`src/rtl/pipe_ctrl_pkg.sv`:
```
// Shared types and constants for the pipeline controller.
package pipe_ctrl_pkg;

    localparam int REG_AW          = 3;
    localparam int MEM_TIMEOUT_DEF = 15;

    typedef enum logic [1:0] {
        RUN      = 2'd0,
        MEM_WAIT = 2'd1,
        HALT     = 2'd2
    } state_e;

endpackage

```
`src/rtl/pipe_ctrl_hazard_detect.sv`:
```
// Load-use hazard detection.
// Flags an ID-stage source that depends on a load still sitting in EX.
module hazard_detect
    import pipe_ctrl_pkg::*;
(
    input  logic [REG_AW-1:0] id_rs1,
    input  logic [REG_AW-1:0] id_rs2,
    input  logic              id_use1,
    input  logic              id_use2,
    input  logic              ex_load,
    input  logic [REG_AW-1:0] ex_rd,
    output logic              load_use
);

    always_comb begin
        load_use = ex_load && ((id_use1 && (id_rs1 == ex_rd)) ||
                               (id_use2 && (id_rs2 == ex_rd)));
    end

endmodule

```
`src/rtl/pipe_ctrl.sv`:
```
// Pipeline stall/flush controller: memory wait, halt, branch flush and load-use stall.
// Optional stall-cycle counter is built when PIPE_CTRL_PERF_EN is defined.
module pipe_ctrl
    import pipe_ctrl_pkg::*;
#(
    parameter int MEM_TIMEOUT = MEM_TIMEOUT_DEF
) (
    input  logic              clk,
    input  logic              rst,
    input  logic [REG_AW-1:0] id_rs1,
    input  logic [REG_AW-1:0] id_rs2,
    input  logic              id_use1,
    input  logic              id_use2,
    input  logic              ex_load,
    input  logic [REG_AW-1:0] ex_rd,
    input  logic              br_taken,
    input  logic              mem_req,
    input  logic              mem_ack,
    input  logic              halt_req,
    input  logic              start,
    output logic              pc_we,
    output logic              ifid_en,
    output logic              idex_en,
    output logic              exmem_en,
    output logic              memwb_en,
    output logic              ifid_flush,
    output logic              idex_flush,
    output logic              mem_err,
    output logic [1:0]        state,
    output logic [15:0]       stall_cnt
);

    localparam logic [7:0] TIMEOUT_LAST = 8'(MEM_TIMEOUT - 1);

    state_e     state_q, state_d;
    logic [7:0] wait_cnt_q, wait_cnt_d;
    logic       mem_err_q, mem_err_d;
    logic       load_use;
    logic       timeout;
    logic [4:0] run_en, en;
    logic [1:0] run_fl, fl;

    hazard_detect u_hazard (
        .id_rs1   (id_rs1),
        .id_rs2   (id_rs2),
        .id_use1  (id_use1),
        .id_use2  (id_use2),
        .ex_load  (ex_load),
        .ex_rd    (ex_rd),
        .load_use (load_use)
    );

    // Enables/flushes for a cycle that is free to advance: branch beats load-use.
    always_comb begin
        run_en = 5'b11111;
        run_fl = 2'b00;
        if (br_taken) begin
            run_fl = 2'b11;
        end else if (load_use) begin
            run_en = 5'b00111;
            run_fl = 2'b01;
        end
    end

    assign timeout = (wait_cnt_q == TIMEOUT_LAST);

    always_comb begin
        state_d    = state_q;
        wait_cnt_d = wait_cnt_q;
        mem_err_d  = 1'b0;
        en         = '0;
        fl         = '0;
        case (state_q)
            RUN: begin
                if (mem_req && !mem_ack) begin
                    state_d    = MEM_WAIT;
                    wait_cnt_d = '0;
                end else if (halt_req) begin
                    state_d = HALT;
                end else begin
                    en = run_en;
                    fl = run_fl;
                end
            end
            MEM_WAIT: begin
                // A timeout is treated as an ack so the pipeline cannot wedge.
                if (mem_ack || timeout) begin
                    en        = run_en;
                    fl        = run_fl;
                    state_d   = RUN;
                    mem_err_d = !mem_ack;
                end else begin
                    wait_cnt_d = wait_cnt_q + 8'd1;
                end
            end
            HALT: begin
                if (start) begin
                    state_d = RUN;
                end
            end
            default: state_d = RUN;
        endcase
        if (!rst) begin
            en = '0;
            fl = '0;
        end
    end

    always_ff @(posedge clk or negedge rst) begin
        if (!rst) begin
            state_q    <= RUN;
            wait_cnt_q <= '0;
            mem_err_q  <= 1'b0;
        end else begin
            state_q    <= state_d;
            wait_cnt_q <= wait_cnt_d;
            mem_err_q  <= mem_err_d;
        end
    end

    assign {pc_we, ifid_en, idex_en, exmem_en, memwb_en} = en;
    assign {ifid_flush, idex_flush} = fl;
    assign mem_err = mem_err_q;
    assign state   = state_q;

`ifdef PIPE_CTRL_PERF_EN
    logic [15:0] stall_cnt_q, stall_cnt_d;

    always_comb begin
        stall_cnt_d = stall_cnt_q;
        if (!pc_we && (stall_cnt_q != 16'hFFFF)) begin
            stall_cnt_d = stall_cnt_q + 16'd1;
        end
    end

    always_ff @(posedge clk or negedge rst) begin
        if (!rst) begin
            stall_cnt_q <= '0;
        end else begin
            stall_cnt_q <= stall_cnt_d;
        end
    end

    assign stall_cnt = stall_cnt_q;
`else
    assign stall_cnt = '0;
`endif

endmodule

```
`config.mk`:
```
export PLATFORM = sky130hd
export DESIGN_NAME = pipe_ctrl
export DESIGN_NICKNAME = d
export VERILOG_FILES = /design/src/rtl/pipe_ctrl_pkg.sv /design/src/rtl/pipe_ctrl_hazard_detect.sv /design/src/rtl/pipe_ctrl.sv
export SDC_FILE = /design/constraint.sdc
export NUM_CORES = 1
export LEC_CHECK = 0
export ABC_CLOCK_PERIOD_IN_PS = 2700
export CORE_MARGIN = 2
export CORE_UTILIZATION = 39
export CTS_BUF_LIST = sky130_fd_sc_hd__clkbuf_16
export CTS_CLUSTER_DIAMETER = 30
export DETAILED_ROUTE_END_ITERATION = 8
export HOLD_SLACK_MARGIN = 0.1
export PLACE_DENSITY_LB_ADDON = 0.15
export SLEW_MARGIN = 40
export SYNTH_ARGS = -nofsm -noshare
export SYNTH_HDL_FRONTEND = slang
export SYNTH_SLANG_ARGS = --single-unit
```
`constraint.sdc`:
```
create_clock -name clk -period 2.7 [get_ports clk]
set_input_delay 0.675 -clock clk [delete_from_list [all_inputs] [get_ports clk]]
set_output_delay 0.675 -clock clk [all_outputs]
set_load 0.1 [all_outputs]
```
==> results of run 1 <==
==> registers in the layout, indices dropped and copies added (netlist names) <==
name        cells
state           2
wait_cnt_q      8
mem_err         1
==> power breakdown <==
group          internal (W)  switching (W)  leakage [nW]
combinational     0.0000907       0.000218         0.445
clock              0.000194      0.0000697        0.0423
sequential         0.000179      0.0000268         0.147
==> metal layers <==
layer | share of wire | wire length [µm]
met5 | 0 | 0
met4 | 0.0075 | 13
met3 | 0.045 | 78
met2 | 0.54 | 935
met1 | 0.40 | 699
==> cell usage after synthesis, types with 2 or more instances <==
master	count
buf_4	20
dfrtp_1	11
nor2_1	8
xnor2_1	7
nand2_1	6
nand4_1	6
inv_1	4
or3_1	4
mux2i_1	3
a21boi_0	2
ha_1	2
nand2b_1	2
nor2b_1	2
nor3_1	2
xor2_1	2
==> cell families after synthesis <==
group / after synthesis / share of synthesized area
AO/OA/AOI/OAI: 9 / 0.0868
other: 1 / 0.00434
buffers and inverters: 24 / 0.191
multiplexers: 4 / 0.0478
flip-flops: 11 / 0.318
AND/OR/NAND/NOR: 36 / 0.232
adder cells (fa/ha/maj): 2 / 0.0289
XOR/XNOR: 9 / 0.0912
==> layout make-up <==
type,count,area [µm²],area share
Clock buffer,3,75.1,0.0558
Clock inverter,1,3.75,0.00279
Inverter,4,15.0,0.0112
Multi-Input combinational cell,76,542,0.403
Sequential cell,11,280,0.208
Tap cell,28,35.0,0.0260
Timing Repair Buffer,34,394,0.293
==> stage by stage <==
stage / utilization / std cells / TNS [ns] / total power [W] / area, µm²
floorplan: - / 111 / -0.744 / 0.000454 / 981
finish: 0.626 / 157 / 0 / 0.000779 / 1350
global placement: 0.573 / 152 / -1.07 / 0.000512 / 1230
detailed placement: 0.573 / 152 / -1.28 / 0.000515 / 1230
global route: 0.626 / 157 / 0 / 0.000813 / 1350
CTS: 0.614 / 156 / 0 / 0.000782 / 1320
==> how the worst max path moves through the flow <==
| stage | end | from | cells after the start | slack, ns |
|---|---|---|---|---|
| 6_report | memwb_en | mem_ack | 7 | 0.07 |
| 5_1_grt | ifid_en | id_rs1[2] | 7 | 0.001 |
| 4_1_cts | ifid_en | rst | 5 | 0.01 |
| 3_5_place_dp | ifid_flush | mem_req | 6 | -0.23 |
| 3_3_place_gp | ifid_flush | mem_req | 6 | -0.19 |
| 2_1_floorplan | pc_we | state[0] | 5 | -0.39 |
==> worst max-delay path, delay by kind of cell <==
| family | cells | cell delay [ns] |
|---|---|---|
| AO/OA/AOI/OAI | 1 | 0.38 |
| buffers and inverters | 4 | 0.70 |
| AND/OR/NAND/NOR | 2 | 0.20 |
==> timing repair <==
item	4_1_cts	5_1_grt
pin swaps	2	5
hold buffers	0	0
setup endpoints to repair	7	3
setup buffers	0	1
resized for setup	10	6
gates cloned	0	0
==> reports/results.ini, run 1 <==
[placement]
place_ws_ns=-0.225
io_buffers=28
place_congestion=0.707
hpwl_um=1420

[global_routing]
antenna_found_initial=0
grtUsageMet1=0.192
use_met2=0.245
grt_pass1_vias=709
grt_use_met3=0.0175
grt_max_degree=12
grt.total_usage=0.150
overflow=0
grt.busiest_layer=met2
grt_pass1_wl_um=2920

[synthesis]
synth_edf_count=0
synth-seq-area-share=0.318
synthCells=96
async_flop_share=1.00
yosys.cell_types.count=30
ys_warn_count=0
synth_top_area_share=0.318
syn_area_um2=865
yosys.area.top_type=dfrtp_1
ys_seq_elements=11
syn_avg_cell_area_um2=9.01
synth_area_leaders=dfrtp_1 (32%), buf_4 (17%), xnor2_1 (7.1%)
ys.flop_type=dfrtp_1

[critical_path]
r2r_start=state[1]
rr_worst_depth=4
setup.worst_path.end_class=output port
critPathSlowestCell=o311a_4
rrSetupSlack_ns=1.04
critical_path_class=input port to output port
crit_arrival_ns=1.95
critical_path_peak_fanout=4
rr_endpoint=wait_cnt_q[5]
worstPathRequired_ns=2.03
worst_setup_path_start_kind=input port
slowest_delay_ns=0.38
crit_chain=dlygate4sd2_1 > nor2b_4 > nor4_4 > o311a_4 > buf_4 > buf_6 > buf_12

[sta]
fin_crit_sh=0.972
period_minus_slack_ns=2.63
fin_skew_ns=0.00274
setup_slack_ns=0.0743
setup_viol=0
final_hold_viol_count=0
final_max_slew_viol_count=0
max_freq_ghz=0.381
hold_ws_ns=0.414
rsz0062_at_grt=no

[clock_tree]
root_buffer=clkbuf_16
cts_tree=done
cts.sinks=11
htreeDepth=1
numCtsBuffers=3
clk_pin_slew_ns=0.04
clock_latency_ns=0.24
clock_path_buffers=2

[run]
drv_cap=0

[cells_and_area]
fillers=196
final_common_cell=conb_1
n_antenna_cell=0
fin_nets=151
final_cell_mix=conb_1 (16), clkdlybuf4s50_1 (11), dfrtp_1 (9), buf_4 (8)
layout-drive-gt1-share=0.264
areaGrowthSynthToFinish_pct=55.6

[floorplan]
io_pins=45
chipWidth_um=51.1
start_util=0.402
core_area_um2=2150
die_area_um2=2610
die_h_um=51.1
row_count=17

[run_status]
outcome=completed

[routing]
routed_wirelength_um=1730
drc=0
via_per_inst=4.55
wl_per_cell_um=11.0
num_vias=715
drtPass1Iterations=4
drtAntennaViolNets=0
drt_iter0_markers=12

[pwr]
power.density_nw_per_um2=579
p_leak_nw=0.634
ir_drop_mv=0.392

[worst_hold_path]
hold_path_class=input port to async pin

No activity file was read; power rests on OpenSTA's default activity.
==> run 2: changes to the inputs <==
Settings changed: REMOVE_ABC_BUFFERS set to 1.
==> run 2 against run 1 <==
Effect of this change:
- worst hold slack gained 0.0089 ns
- utilization down 0.29 points
- non-clock buffer count grew 4
- final area down 0.47%
- routed wire length up 6.9%
- highest routed layer unchanged
==> reports/results.ini, run 2 (synthesized netlist as in run 1, its figures left out) <==
[run_status]
outcome=completed

[global_routing]
antenna_found_initial=0
grt_pass1_wl_um=3260
grt_max_degree=12
overflow=0
grt_pass1_vias=769
grt.total_usage=0.168

[routing]
via_per_inst=4.63
wl_per_cell_um=11.5
drt_iter0_markers=4
routed_wirelength_um=1850
drtPass1Iterations=3
num_vias=745
drtAntennaViolNets=0
drc=0

[pwr]
ir_drop_mv=0.358
power.density_nw_per_um2=597
p_leak_nw=0.643

[critical_path]
critical_path_class=input port to output port
worstPathRequired_ns=2.03
setup.worst_path.end_class=output port
crit_chain=dlygate4sd2_1 > nor2b_4 > nor4_2 > o311a_1 > buf_6 > buf_4 > buf_12
rr_worst_depth=5
slowest_delay_ns=0.38
crit_arrival_ns=1.95
cp.buffers_inverters=4
worst_setup_path_start_kind=input port
cp.depth=7
critPathSlowestCell=o311a_1
cpLargestDelayFamily=buffers and inverters
critical_path_peak_fanout=3

[sta]
period_minus_slack_ns=2.62
fin_crit_sh=0.972
setup_viol=0
final_max_slew_viol_count=0
final_hold_viol_count=0
max_freq_ghz=0.381
tns_ns=0
rsz0062_at_grt=no
fin_skew_ns=0.00308

[clock_tree]
numCtsBuffers=3
cts_hold_buf=0
cts.sinks=11
clock_path_buffers=2
htreeDepth=1
clock_latency_ns=0.24
root_buffer=clkbuf_16
clk_pin_slew_ns=0.04
cts_tree=done

[worst_hold_path]
hold_path_class=input port to async pin

[run]
drv_cap=0

[floorplan]
die_area_um2=2610
row_count=17
die_h_um=51.1
start_util=0.402
io_pins=45
core_area_um2=2150
chipWidth_um=51.1

[cells_and_area]
fin_nets=155
regMostFlops=wait_cnt_q
fillers=186
areaGrowthSynthToFinish_pct=54.8
layout-drive-gt1-share=0.256
final_common_cell=conb_1
fin_area_um2=1340
n_antenna_cell=0
final_util=0.623
largest_reg_flops=8
final_cell_mix=conb_1 (16), buf_4 (12), dfrtp_1 (11), clkdlybuf4s50_1 (10), nor2_1 (8)

[placement]
io_buffers=28
hpwl_um=1460
place_congestion=0.747
dpl_cell_area_um2=1220

run 2: path summary, 6_finish.rpt:
| path | startpoint | to | slack [ns] |
|---|---|---|---|
| min reg2reg | wait_cnt_q[4] | wait_cnt_q[4] | 0.50 |
| min in group clk | wait_cnt_q[4] | wait_cnt_q[4] | 0.50 |
| max | mem_ack | exmem_en | 0.08 |
| max in group asynchronous | rst | wait_cnt_q[7] | 2.13 |
| min | rst | state[0] | 0.42 |
| max reg2reg | state[1] | wait_cnt_q[6] | 0.97 |
run 2: worst register-to-register path: stages (launching register included):
cell and delay (ns):
dfrtp_1 0.42, buf_4 0.18, or3b_4 0.42, or3_1 0.38
xor2_1 0.15, nor2_1 0.05
run 2: through the flow:
step / setup WS, ns / hold slack, ns / power, W / std cells
floorplan: -5.86 / 0.379 / 0.000416 / 91
global placement: -0.379 / 0.491 / 0.000519 / 156
detailed placement: -0.447 / 0.494 / 0.000521 / 156
CTS: 0.0154 / 0.500 / 0.000800 / 161
global route: 0.000779 / 0.453 / 0.000830 / 161
finish: 0.0756 / 0.423 / 0.000800 / 161
run 2: what timing repair did:
item,in CTS,in global routing
pin swaps,7,2
endpoints found under the setup margin,7,7
cloned,0,0
buffers inserted,2,0
gates resized for setup,16,4
run 2: area by class of cell:
cell class / instances / area [µm²] / share of cell area
inverters: 4 / 15.0 / 0.0112
flip-flops and latches: 11 / 275 / 0.206
clock inverters: 1 / 3.75 / 0.00280
well taps: 28 / 35.0 / 0.0262
clock buffers: 3 / 75.1 / 0.0561
multi-input cells: 76 / 519 / 0.388
repair buffers: 38 / 415 / 0.310
run 2: routing by layer:
metal | track usage | vias up | part of all wire
li1 | - | 366 | -
met1 | 0.197 | 340 | 0.43
met2 | 0.268 | 36 | 0.46
met4 | 0.0946 | 0 | 0.017
met5 | 0 | - | 0
met3 | 0.0556 | 3 | 0.092
run 2: power by group:
part	switching, W	internal [W]	leakage [nW]
combinational	0.000237	0.000102	0.451
sequential	0.0000101	0.000178	0.149
clock	0.0000780	0.000195	0.0423
total	0.000325	0.000475	0.643
==> run 3: changes to the inputs <==
Settings changed: PLACE_DENSITY set to 0.82, PLACE_DENSITY_LB_ADDON 0.15 to unset.
==> run 3 against run 2 <==
Effect of this change:
- total power is 1.5% lower
- highest routed layer unchanged
- register-to-register slack better by 0.03 ns
- die area stayed put
- count of clock-buffer cells in the layout stayed put
- routed wire length is 3.1% higher
- largest power group unchanged
- critical endpoint is now ifid_flush
- clock skew is 0.0021 ns lower
==> reports/results.ini, run 3 (synthesized netlist as in run 1, its figures left out) <==
[critical_path]
critical_path_peak_fanout=4
worst_setup_path_start_kind=input port
crit_chain=dlygate4sd2_1 > nor2b_4 > nor4_2 > o311a_1 > buf_6 > and2_4 > buf_12
rr_endpoint=wait_cnt_q[6]
cpLargestDelayFamily=buffers and inverters
critPathSlowestCell=o311a_1
slowest_delay_ns=0.37
critical_path_class=input port to output port
cp.buffers_inverters=3
rrSetupSlack_ns=1.00
crit_arrival_ns=1.94
worstPathRequired_ns=2.03
rr_worst_depth=4
r2r_start=state[1]
setup.worst_path.end_class=output port

[floorplan]
start_util=0.402
chipWidth_um=51.1
io_pins=45
row_count=17
core_area_um2=2150
die_area_um2=2610
die_h_um=51.1

[sta]
max_freq_ghz=0.383
setup_viol=0
fin_crit_sh=0.967
final_hold_viol_count=0
final_max_slew_viol_count=0
fin_skew_ns=0.000992
tns_ns=0
rsz0062_at_grt=no
hold_ws_ns=0.435
period_minus_slack_ns=2.61

[routing]
drtPass1Iterations=4
routed_wirelength_um=1900
drt_iter0_markers=7
wl_per_cell_um=11.9
drtAntennaViolNets=0
via_per_inst=4.73
num_vias=756
drc=0

[global_routing]
grt_pass1_vias=795
overflow=0
antenna_found_initial=0
grt_max_degree=12
grt.total_usage=0.173
grt_pass1_wl_um=3240

[run_status]
outcome=completed

[pwr]
clockPowerShare=0.334
ir_drop_mv=0.525
internal_power_w=0.000472
seq_power_share=0.247
switching_share=0.401
power_switching_w=0.000316
power.density_nw_per_um2=590
power_w=0.000788
p_leak_nw=0.636
power_frac_comb=0.419

[clock_tree]
numCtsBuffers=3
clk_pin_slew_ns=0.04
cts.sinks=11
clock_latency_ns=0.24
clock_path_buffers=2
root_buffer=clkbuf_16
cts_hold_buf=0
htreeDepth=1
cts_tree=done

[placement]
place_congestion=0.797
io_buffers=28
dp_cells=154
hpwl_um=1590
dpl_cell_area_um2=1200

[cells_and_area]
final_common_cell=conb_1
fin_area_um2=1340
fin_nets=154
layout-drive-gt1-share=0.258
final_cell_mix=conb_1 (16), clkdlybuf4s50_1 (11), dfrtp_1 (11), buf_4 (11)
regMostFlops=wait_cnt_q
instances_no_fill=160
areaGrowthSynthToFinish_pct=54.4
largest_reg_flops=8
n_antenna_cell=0

[run]
drv_cap=0

[worst_hold_path]
hold_path_class=input port to async pin

-- run 3: worst max path at each step --
stage,from,end,cells after the start
2_1_floorplan,state[0],ifid_en,3
4_1_cts,rst,pc_we,5
6_report,mem_ack,ifid_flush,7
5_1_grt,id_rs1[0],ifid_en,7
3_5_place_dp,mem_req,pc_we,6
3_3_place_gp,mem_req,pc_we,6
-- run 3: cell type report --
class,count,area (µm²)
repair buffers,37,409
multi-input cells,76,522
clock inverters,1,3.75
well taps,28,35.0
fillers,175,813
flip-flops and latches,11,275
inverters,4,15.0
clock buffers,3,75.1
-- run 3: power groups by stage --
| stage | combinational [W] | clock [W] | sequential [W] |
|---|---|---|---|
| floorplan | 0.000192 | 0 | 0.000224 |
| global placement | 0.000318 | 0 | 0.000194 |
| detailed placement | 0.000322 | 0 | 0.000195 |
| CTS | 0.000330 | 0.000269 | 0.000194 |
| global route | 0.000347 | 0.000276 | 0.000196 |
| finish | 0.000330 | 0.000263 | 0.000194 |
-- run 3: layer usage --
| layer | vias to the layer above | global-route usage | routed length [µm] |
|---|---|---|---|
| li1 | 363 | - | - |
| met1 | 353 | 0.180 | 751 |
| met2 | 36 | 0.288 | 944 |
| met3 | 4 | 0.0439 | 140 |
| met4 | 0 | 0.149 | 68 |
| met5 | - | 0 | 0 |
-- run 3: what timing repair did --
action                                  in CTS  in global routing
gates resized for setup                     16                  3
endpoints found under the setup margin       7                  3
gates cloned                                 0                  0
pin swaps                                    6                  4
buffers inserted                             3                  0
-- run 3: stage by stage --
| stage | worst slack [ns] | utilization |
|---|---|---|
| after CTS | 0.0110 | 0.616 |
| after detailed placement | -0.459 | 0.559 |
| final | 0.0879 | 0.621 |
| after global placement | -0.410 | 0.559 |
| after global routing | 0.00355 | 0.621 |
| after floorplan | -5.86 | - |
